## src/rtl/mac_seq.sv

```systemverilog
// Operand sequencer for the mac unit: queues (last, B, C) terms, issues them one at a
// time over Load/Done, chains each result back as the accumulator, emits one result per vector.
module mac_seq #(
    parameter int DEPTH = 4
) (
    input  logic       Clk,
    input  logic       Reset,
    input  logic       In_valid,
    output logic       In_ready,
    input  logic [7:0] B_in,
    input  logic [7:0] C_in,
    input  logic       Last_in,
    output logic [7:0] Mac_Ain,
    output logic [7:0] Mac_B,
    output logic [7:0] Mac_C,
    output logic       Mac_Load,
    input  logic       Mac_Done,
    input  logic [7:0] Mac_Aout,
    output logic [7:0] Result,
    output logic       Result_valid,
    input  logic       Result_ready,
    output logic       Busy
);

    localparam int AW = (DEPTH > 1) ? $clog2(DEPTH) : 1;
    localparam int CW = AW + 1;

    typedef enum logic [1:0] {IDLE, ISSUE, WAIT, EMIT} state_t;

    logic [16:0]   mem_q [DEPTH];
    logic [AW-1:0] wr_ptr_q, rd_ptr_q;
    logic [CW-1:0] count_q, count_d;
    state_t        state_q;
    logic [7:0]    acc_q, result_q;
    logic          rv_q, load_q;

    logic          push, pop, empty, head_last;
    logic [16:0]   head;

    assign empty     = (count_q == '0);
    assign In_ready  = (count_q != CW'(DEPTH));
    assign push      = In_valid & In_ready;
    assign pop       = (state_q == WAIT) & Mac_Done & ~empty;
    assign head      = mem_q[rd_ptr_q];
    assign head_last = head[16];

    // An empty FIFO presents zero operands rather than stale storage.
    assign Mac_B        = empty ? 8'd0 : head[15:8];
    assign Mac_C        = empty ? 8'd0 : head[7:0];
    assign Mac_Ain      = acc_q;
    assign Mac_Load     = load_q;
    assign Result       = result_q;
    assign Result_valid = rv_q;
    assign Busy         = (state_q != IDLE);

    always_comb begin
        count_d = count_q;
        if (push && !pop) begin
            count_d = count_q + CW'(1);
        end else if (pop && !push) begin
            count_d = count_q - CW'(1);
        end
    end

    always_ff @(posedge Clk) begin
        if (push) begin
            mem_q[wr_ptr_q] <= {Last_in, B_in, C_in};
        end
    end

    always_ff @(posedge Clk or negedge Reset) begin
        if (!Reset) begin
            wr_ptr_q <= '0;
            rd_ptr_q <= '0;
            count_q  <= '0;
            state_q  <= IDLE;
            acc_q    <= 8'd0;
            result_q <= 8'd0;
            rv_q     <= 1'b0;
            load_q   <= 1'b0;
        end else begin
            if (push) wr_ptr_q <= wr_ptr_q + AW'(1);
            if (pop)  rd_ptr_q <= rd_ptr_q + AW'(1);
            count_q <= count_d;

            case (state_q)
                IDLE: begin
                    if (!empty) begin
                        state_q <= ISSUE;
                        load_q  <= 1'b1;
                    end
                end
                ISSUE: begin
                    load_q  <= 1'b0;
                    state_q <= WAIT;
                end
                WAIT: begin
                    // Only the first Done cycle matters: leaving WAIT masks any that follow.
                    if (pop) begin
                        if (!head_last) begin
                            acc_q <= Mac_Aout;
                            if (count_d != '0) begin
                                state_q <= ISSUE;
                                load_q  <= 1'b1;
                            end else begin
                                state_q <= IDLE;
                            end
                        end else begin
                            result_q <= Mac_Aout;
                            rv_q     <= 1'b1;
                            acc_q    <= 8'd0;
                            state_q  <= EMIT;
                        end
                    end
                end
                EMIT: begin
                    if (Result_ready) begin
                        rv_q    <= 1'b0;
                        state_q <= IDLE;
                    end
                end
                default: begin
                    state_q <= IDLE;
                    load_q  <= 1'b0;
                end
            endcase
        end
    end

endmodule

```

## config.mk

```make
export PLATFORM = sky130hd
export DESIGN_NAME = mac_seq
export DESIGN_NICKNAME = d
export VERILOG_FILES = /design/src/rtl/mac_seq.sv
export SDC_FILE = /design/constraint.sdc
export NUM_CORES = 1
export LEC_CHECK = 0
export ABC_AREA = 1
export BUFFER_PORTS_ARGS = -buffer_cell sky130_fd_sc_hd__buf_2
export CORE_MARGIN = 4
export CORE_UTILIZATION = 35
export DETAILED_ROUTE_END_ITERATION = 7
export GPL_ROUTABILITY_DRIVEN = 0
export GPL_TIMING_DRIVEN = 0
export PLACE_DENSITY_LB_ADDON = 0.05
export SLEW_MARGIN = 20
export SYNTH_ARGS = -nofsm -noshare
export SYNTH_HDL_FRONTEND = slang
export SYNTH_SLANG_ARGS = --single-unit
```

## constraint.sdc

```tcl
create_clock -name Clk -period 3.4 [get_ports Clk]
set_input_delay 0.68 -clock Clk [delete_from_list [all_inputs] [get_ports Clk]]
set_output_delay 0.68 -clock Clk [all_outputs]
set_load 0.01 [all_outputs]
```

== Word level (Yosys, flattened, before mapping) ==
Memory sizes are Yosys's and may differ from the RTL's.
Cells that the tools add are included.

* Magnitude comparators: 0
* Add/sub/neg operators: 4
* Reductions and logical operators: 15
* Divide/modulo/power cells: 0
* Multipliers: 0
* Shift-type cells: 0
* Multiplexer cells: 22
* Equality and inequality tests: 10
* Bitwise operators: 4

{| class="wikitable"
|+ Operators with widths
! kind !! count
|-
| 8-bit 2-to-1 mux || 3
|-
| 1-bit 2-to-1 mux || 10
|-
| 2-bit inequality test (second input constant) || 5
|-
| 2-bit 2-to-1 mux || 4
|-
| 2-bit case mux with 4 select lines || 1
|-
| 3-bit 2-to-1 mux || 2
|-
| 3-bit AND reduction || 2
|-
| 3-bit nonzero test || 2
|-
| 5-bit AND reduction || 1
|-
| 2-bit by 1-bit adder with 2-bit output (second input constant) || 2
|-
| 2-bit equality test (second input constant) || 2
|-
| 4-bit AND reduction || 1
|-
| 2-bit nonzero test || 2
|-
| 3-bit by 1-bit adder with 3-bit output (second input constant) || 1
|-
| 1-bit AND || 3
|-
| 3-bit logical NOT || 1
|-
| 3-bit inequality test (second input constant) || 1
|-
| 1-bit case mux with 3 select lines || 1
|-
| 3-bit by 1-bit subtractor with 3-bit output (second input constant) || 1
|-
| 2-bit by 1-bit equality test with 1-bit output (second input constant) || 1
|-
| 1-bit logical AND || 2
|-
| 1-bit logical NOT || 2
|-
| 2-bit logical NOT || 1
|-
| 2-bit by 1-bit inequality test with 1-bit output (second input constant) || 1
|-
| other kinds (3) || 3
|}

* Latch bits: 0
* ROM bits: 0
* Register bits after elaboration: 27
* Input port bits: 30
* Memories kept: 1
* RAM bits: 68
* Output and inout bits: 36

{| class="wikitable"
|+ Memory list
! memory !! depth !! width !! rd ports !! clocked after Yosys merged registers in !! write ports !! line !! source
|-
| mem_q || 4 || 17 || 1 || 0 || 1 || 30 || <nowiki>logic [16:0] mem_q [DEPTH];</nowiki>
|}

== Logic depth before layout (Yosys ltp) ==
Gate-level depths: netlist of the first run.

* Depth in word-level cells: 11
* Mapped depth: 15
* Depth with buffers taken out: 14

== Worst setup path after synthesis of the first run ==
OpenSTA, ideal clock, no wires.

* Path type: register to register
* From: reg count_q[0]
* To: mem mem_q[0][0] (enable)
* Slack: 1.398 ns
* Stages on the path, launching flop included: 6
* Buffers on the path: 0
* Data required time: 3.009 ns
* Setup time: 0.391 ns
* Arrival time: 1.611 ns
* Cells stage by stage: dfrtp_1 inv_1 ha_1 nand2_2 nand2_4 nor2_1

* Word-level cells in the longest chain between the ends: 4

{| class="wikitable"
|+ Ends and longest elaborated chain
! element !! line !! source
|-
| start, declared || 32 || <nowiki>logic [CW-1:0] count_q, count_d;</nowiki>
|-
| start signal, assigned || 84 || <nowiki>count_q <= count_d;</nowiki>
|-
| 3-bit inequality test || 41 || <nowiki>assign In_ready = (count_q != CW'(DEPTH));</nowiki>
|-
| via In_ready || 9 || <nowiki>output logic In_ready,</nowiki>
|-
| 1-bit AND || 42 || <nowiki>assign push = In_valid & In_ready;</nowiki>
|-
| 1-bit 2-to-1 mux || 66 || <nowiki>if (push) begin</nowiki>
|-
| 1-bit 2-to-1 mux (implied by the code) || 67 || <nowiki>mem_q[wr_ptr_q] <= {Last_in, B_in, C_in};</nowiki>
|-
| end, declared || 30 ||
|}

The timed path passes the listed nets, and every way through them passes these cells.

== Worst setup path after layout of the first run ==
* From: reg count_q[0]
* To: out Mac_C[5]

* Word-level cells in the longest chain between the ends: 2

{| class="wikitable"
|+ Ends and longest elaborated chain
! element !! line !! source
|-
| 3-bit logical NOT || 40 || <nowiki>assign empty = (count_q == '0);</nowiki>
|-
| 8-bit 2-to-1 mux || 49 || <nowiki>assign Mac_C = empty ? 8'd0 : head[7:0];</nowiki>
|-
| end, declared || 15 || <nowiki>output logic [7:0] Mac_C,</nowiki>
|}

No other way between the ends.

==> results of run 1 <==
==> layout make-up <==
cell class | count | area [µm²] | area share
Multi-Input combinational cell | 235 | 1160 | 0.239
Buffer | 13 | 56.3 | 0.0116
Tap cell | 140 | 175 | 0.0360
Inverter | 23 | 86.3 | 0.0177
Timing Repair Buffer | 69 | 378 | 0.0776
Clock buffer | 11 | 253 | 0.0519
Sequential cell | 95 | 2720 | 0.558
Clock inverter | 5 | 38.8 | 0.00797
==> power by group <==
group,internal [µW],switching [µW]
clock,544,436
sequential,1560,120
combinational,644,1230
total,2750,1780
==> worst min path at each step <==
stage / endpoint / slack, ns
4_1_cts: Result[1] / 0.37
2_1_floorplan: Mac_Ain[0] / 0.38
3_3_place_gp: Result[2] / 0.45
3_5_place_dp: Result[2] / 0.45
5_1_grt: Mac_Ain[4] / 0.41
6_report: Result[1] / 0.36
==> cell usage after synthesis, types with 2 or more instances <==
cell type | count | area [µm²]
clkbuf_1 | 5 | 18.8
inv_1 | 14 | 52.6
nor2_4 | 4 | 45.0
dfrtp_1 | 27 | 676
inv_2 | 9 | 33.8
xor2_1 | 2 | 17.5
o21ai_0 | 33 | 165
ha_1 | 7 | 87.6
nand3_2 | 2 | 20.0
nand2_2 | 7 | 43.8
buf_1 | 4 | 15.0
nor2_1 | 74 | 278
a21oi_1 | 16 | 80.1
edfxtp_1 | 68 | 2040
nor3_2 | 2 | 20.0
buf_2 | 3 | 15.0
nand2_1 | 63 | 236
nand2_4 | 2 | 22.5
o21ai_1 | 2 | 10.0
nand3_1 | 16 | 80.1
==> through the flow <==
step / utilization / power, µW / hold WS, ns / setup slack, ns
4_1_cts: 0.441 / 4620 / 0.370 / 0.421
5_1_grt: 0.441 / 4900 / 0.405 / 0.317
3_3_place_gp: 0.409 / 3570 / 0.450 / 0.678
2_1_floorplan: - / 2910 / 0.384 / 1.40
3_5_place_dp: 0.415 / 3630 / 0.453 / 0.807
6_report: 0.441 / 4530 / 0.362 / 0.510
==> cells in the final DEF, fill, tap and decap left out, types with 4 or more instances in the layout <==
cell / n
buf_2: 68
nand3_1: 16
dfrtp_1: 27
clkbuf_16: 9
o21ai_0: 33
nor2_4: 4
buf_1: 4
edfxtp_1: 68
nor2_1: 70
nor2_2: 5
ha_1: 7
clkbuf_1: 5
a21oi_1: 16
nand2_2: 7
inv_2: 9
inv_1: 14
nand2_1: 63
==> state kept, by name (all words and copies together), names as in the netlist <==
name / count
count_q: 3
Result: 8
Result_valid: 1
state_q: 2
mem_q: 68
Mac_Load: 1
wr_ptr_q: 2
Mac_Ain: 8
rd_ptr_q: 2
==> metal layers <==
layer | up-vias | part of all wire | track usage
li1 | 1393 | - | -
met1 | 1278 | 0.46 | 0.188
met2 | 52 | 0.48 | 0.233
met3 | 12 | 0.043 | 0.0321
met4 | 0 | 0.018 | 0.0587
met5 | - | 0 | 0
==> cell families (layout without fill, tap and decap cells) <==
logic type / count (synthesis) / in the layout / synth area share
simple gates: 173 / 173 / 0.193
compound gates: 53 / 53 / 0.0677
fa+ha+maj: 7 / 7 / 0.0218
buf+inv: 36 / 121 / 0.0355
xor+xnor: 2 / 2 / 0.00437
flops: 95 / 95 / 0.677
==> key figures, run 1 <==
Timing
  – RSZ-0062 raised after global routing: no
  – Final Hold Vio Count: 0
  – Achievable frequency: 346 MHz
  – Setup violators final: 0
  – Fin. max-slew vios: 0
  – Final Cycle Share: 0.850
  – Worst Skew: 0.00441 ns
  – Slew headroom: 0.544
  – Setup TNS: 0 ns
  – Crit path time final: 2.89 ns
  – Slew of the pin with the lowest slew margin: 0.683 ns

Power and ir drop
  – Leak pwr: 0.00205 µW
  – Peak supply drop: 0.000389 V
  – Pwr Density: 931 nW/µm²

Synth
  – Synth warn: 0
  – Avg Cell Area, Syn: 11.0 µm²
  – Post-Syn Area: 4010 µm²
  – Post-Syn Nets: 403
  – Sequential share of the synthesized area: 0.677
  – Synth Register Bits: 95
  – Dominant synthesized flop cell: edfxtp_1
  – Synth unique cells: 26
  – Post-synth EDFFs: 68
  – Syn Inst Count: 366
  – Ys async rst share: 0.284

Final layout
  – Fin cells: 591
  – Post-layout instance area: 4870 µm²
  – Antenna Cells: 0
  – Fill count: 1067
  – Layout cells sized above 1: 0.268
  – Final #Nets: 483
  – Area growth, synth to finish: 21.3%

Clock tree
  – H-tree levels: 3
  – CTS Buffer Depth: 2
  – CTS resizes: 0
  – CTS Sinks: 95
  – CTS tree: built
  – Num CTS Buffers: 9
  – # Post-CTS Setup Buffers: 0
  – Clock-pin transition on the worst setup and hold timing paths: 0.06 ns
  – Clk_lat worst skew: 0.34 ns
  – Cts hold-fix bufs: 0
  – CTS root buffer: clkbuf_16

Floorplan
  – Initial core utilization: 0.364
  – Die height: 115 µm
  – # IOs: 66
  – Die area: 13200 µm²
  – Site Rows: 38
  – Die width: 115 µm
  – Core area: 11000 µm²

Drt
  – WL/cell: 15.2 µm
  – 1st-pass router iterations: 4
  – 1st-iter DRT viols: 150
  – Total wire length: 8990 µm
  – Post-route DRC violation count: 0
  – Routed via count: 2735
  – ANT nets after route: 0
  – Vias per cell: 4.63

Place
  – Placed Instances: 575
  – Port bufs: 65
  – DPL Wire Length: 6160 µm
  – Placed cell areas: 4580 µm²

Critical path
  – Slowest cell on crit path: clkbuf_1
  – Reg-to-Reg End: mem_q[1][11]
  – R2R Setup Slk: 1.40 ns
  – Setup crit start kind: register
  – Worst Path Max Fanout: 10
  – Critical path class: register to output pin
  – Stages on worst setup path: 7
  – CP delay by family, top: buffers and inverters
  – Crit-path cells: inv_1, ha_1, inv_1, nor2_4, clkbuf_1, a21oi_1, buf_2
  – Critical Path Sink: Mac_C[5]
  – Critical Path AT: 2.21 ns
  – Worst R2R Path Depth: 6
  – Worst R2R Start: count_q[0]
  – CP Capture Type: output pin
  – Most frequent CP cell: inv_1
  – CP startpoint: count_q[0]
  – Worst Path Required: 2.72 ns
  – Buf/Inv on CP: 4
  – Max incr delay on CP: 0.47 ns

Global routing
  – Initial antenna violation count: 0
  – Global-route wire length before repair: 14100 µm
  – Vias in the first global route: 2632
  – Largest net degree at the start of global routing: 28
  – GRT Overall Usage: 0.144
  – GR Overflow Total: 0

Hold path
  – Worst Hold Class: input pin to asynchronous set/reset pin

Flow run
  – Max Cap Violations: 0

Outcome
  – Outcome: finished, final reports clean
Power figures use the tool's default switching activity.
==> inputs of run 2 (changes only) <==
Settings changed: BUFFER_PORTS_ARGS -buffer_cell sky130_fd_sc_hd__buf_2 to default, DONT_BUFFER_PORTS from default to 1.
==> key figures, run 2 (synthesized netlist as in run 1, its figures left out) <==
Timing
  – Final Hold Vio Count: 0 (unchanged)
  – Setup slack after layout: 0.576 ns (+0.0662 ns)
  – Setup violators final: 0 (unchanged)
  – Slew of the pin with the lowest slew margin: 0.670 ns (-0.0128 ns)
  – Worst Skew: 0.00694 ns (+0.00253 ns)
  – Fin. max-slew vios: 0 (unchanged)
  – RSZ-0062 raised after global routing: no
  – Final Cycle Share: 0.831 (-0.0195)
  – Crit path time final: 2.82 ns (-0.0662 ns)
  – Setup TNS: 0 ns (unchanged)
  – Achievable frequency: 354 MHz (+2.3%)
  – Slew headroom: 0.553 (+0.00902)

Drt
  – 1st-iter DRT viols: 168 (+12%)
  – Routed via count: 2501 (-8.6%)
  – Total wire length: 9070 µm (+0.93%)
  – 1st-pass router iterations: 4 (unchanged)
  – Vias per cell: 4.75 (+2.5%)
  – ANT nets after route: 0 (unchanged)
  – Post-route DRC violation count: 0 (unchanged)
  – WL/cell: 17.2 µm (+13%)

Floorplan
  – Initial core utilization: 0.364 (unchanged)
  – Die area: 13200 µm² (unchanged)
  – Site Rows: 38 (unchanged)
  – # IOs: 66 (unchanged)
  – Die width: 115 µm (unchanged)
  – Die height: 115 µm (unchanged)
  – Core area: 11000 µm² (unchanged)

Clock tree
  – H-tree levels: 3 (unchanged)
  – Clk_lat worst skew: 0.34 ns (about the same)
  – Clock-pin transition on the worst setup and hold timing paths: 0.07 ns (about the same)
  – CTS Buffer Depth: 2 (unchanged)
  – Num CTS Buffers: 9 (unchanged)
  – CTS Sinks: 95 (unchanged)
  – CTS resizes: 0 (unchanged)
  – CTS tree: built
  – CTS root buffer: clkbuf_16

Critical path
  – Critical Path AT: 2.14 ns (-0.07 ns)
  – Worst Path Required: 2.72 ns (about the same)
  – R2R Setup Slk: 1.37 ns (-0.03 ns)
  – Setup crit start kind: register
  – Critical path class: register to output pin
  – Worst Path Max Fanout: 10 (unchanged)
  – CP Capture Type: output pin

Global routing
  – GRT Overall Usage: 0.146 (+0.00224)
  – Global-route wire length before repair: 14000 µm (-0.30%)
  – Largest net degree at the start of global routing: 28 (unchanged)
  – GR Overflow Total: 0 (unchanged)
  – Vias in the first global route: 2464 (-6.4%)
  – Initial antenna violation count: 0 (unchanged)

Final layout
  – Layout cells sized above 1: 0.137 (-0.131)
  – Antenna Cells: 0 (unchanged)
  – Max reg flops: 68 (unchanged)
  – Largest register by flop count: mem_q
  – Post-layout instance area: 4530 µm² (-6.9%)
  – Multi-input logic area: 1160 µm² (unchanged)
  – Most frequent cells in the layout: 70 x nor2_1, 68 x edfxtp_1, 63 x nand2_1
  – Fill count: 1052 (-1.4%)
  – Commonest non-fill, non-tap cell in the layout: nor2_1
  – FF+latch area: 2720 µm² (unchanged)
  – Final #Nets: 419 (-13%)
  – Fin util: 0.411 (-0.0303)
  – Area growth, synth to finish: 13.0%

Power and ir drop
  – Peak supply drop: 0.000371 V (-4.6%)
  – Pwr Density: 942 nW/µm² (+1.2%)
  – Int Pwr: 2540 µW (-7.8%)
  – Switch share: 0.406 (+0.0130)
  – Share of total power in combinational logic: 0.373 (-0.039)
  – Part of the power in registers: 0.408 (+0.037)
  – Sw power: 1730 µW (-2.7%)
  – Leak pwr: 0.00177 µW (-14%)
  – Power share of the clock group: 0.218 (+0.002)

Place
  – Port bufs: 0 (-100%)
  – Pre-CTS setup slack: 0.881 ns (+0.0743 ns)
  – Placed cell areas: 4250 µm² (-7.1%)
  – DPL Wire Length: 6060 µm (-1.6%)

Outcome
  – Outcome: finished, final reports clean

Hold path
  – Worst Hold Class: input pin to asynchronous set/reset pin

Flow run
  – Max Cap Violations: 0 (unchanged)
[run 2: layout make-up]
| cell class | instances | share of cell area |
|---|---|---|
| plain buffers | 13 | 0.0124 |
| clock buffers | 10 | 0.0505 |
| clock inverters | 6 | 0.00966 |
| inverters | 23 | 0.0190 |
| multi-input cells | 235 | 0.256 |
| flip-flops and latches | 95 | 0.600 |
| well taps | 140 | 0.0386 |
| repair buffers | 5 | 0.0138 |
[run 2: per-stage QoR]
step                total power [µW]  hold WS (ns)  std cells
detailed placement              3400         0.385        510
finish                          4270        0.0320        527
global route                    4620       0.00104        527
CTS                             4360        0.0107        526
floorplan                       2910         0.384        366
global placement                3350         0.385        506
[run 2: worst max-delay path, stage by stage (launching register included)]
cell and delay, ns:
dfrtp_1 0.40, inv_1 0.12, ha_1 0.24, inv_1 0.09
nor2_4 0.23, clkbuf_1 0.50, a21oi_1 0.22
[run 2: what timing repair did]
item	in CTS	in global routing
hold buffers	0	1
buffers inserted	0	0
endpoints found under the hold margin	0	1
[run 2: worst paths after layout]
check,from,to,cells past startpoint
worst min register to register,Mac_Load,Mac_Load,2
worst max register to register,count_q[0],mem_q[3][4],6
worst min-delay path,Reset,rd_ptr_q[1],0
worst max-delay path,count_q[0],Mac_C[5],6
min in group Clk,B_in[4],mem_q[0][12],0
max in group asynchronous,Reset,Mac_Ain[4],1
[run 2: metal layers]
metal	track usage	vias up	share of wire
li1	-	1272	-
met1	0.183	1166	0.44
met2	0.231	54	0.49
met3	0.0526	9	0.061
met4	0.0610	0	0.012
met5	0	-	0
[run 2: power groups by stage]
stage	registers (µW)	logic, µW	clock network [µW]
2_1_floorplan	1740	1180	0
3_3_place_gp	1780	1570	0
3_5_place_dp	1770	1630	0
4_1_cts	1750	1650	971
5_1_grt	1770	1830	1020
6_report	1740	1590	933
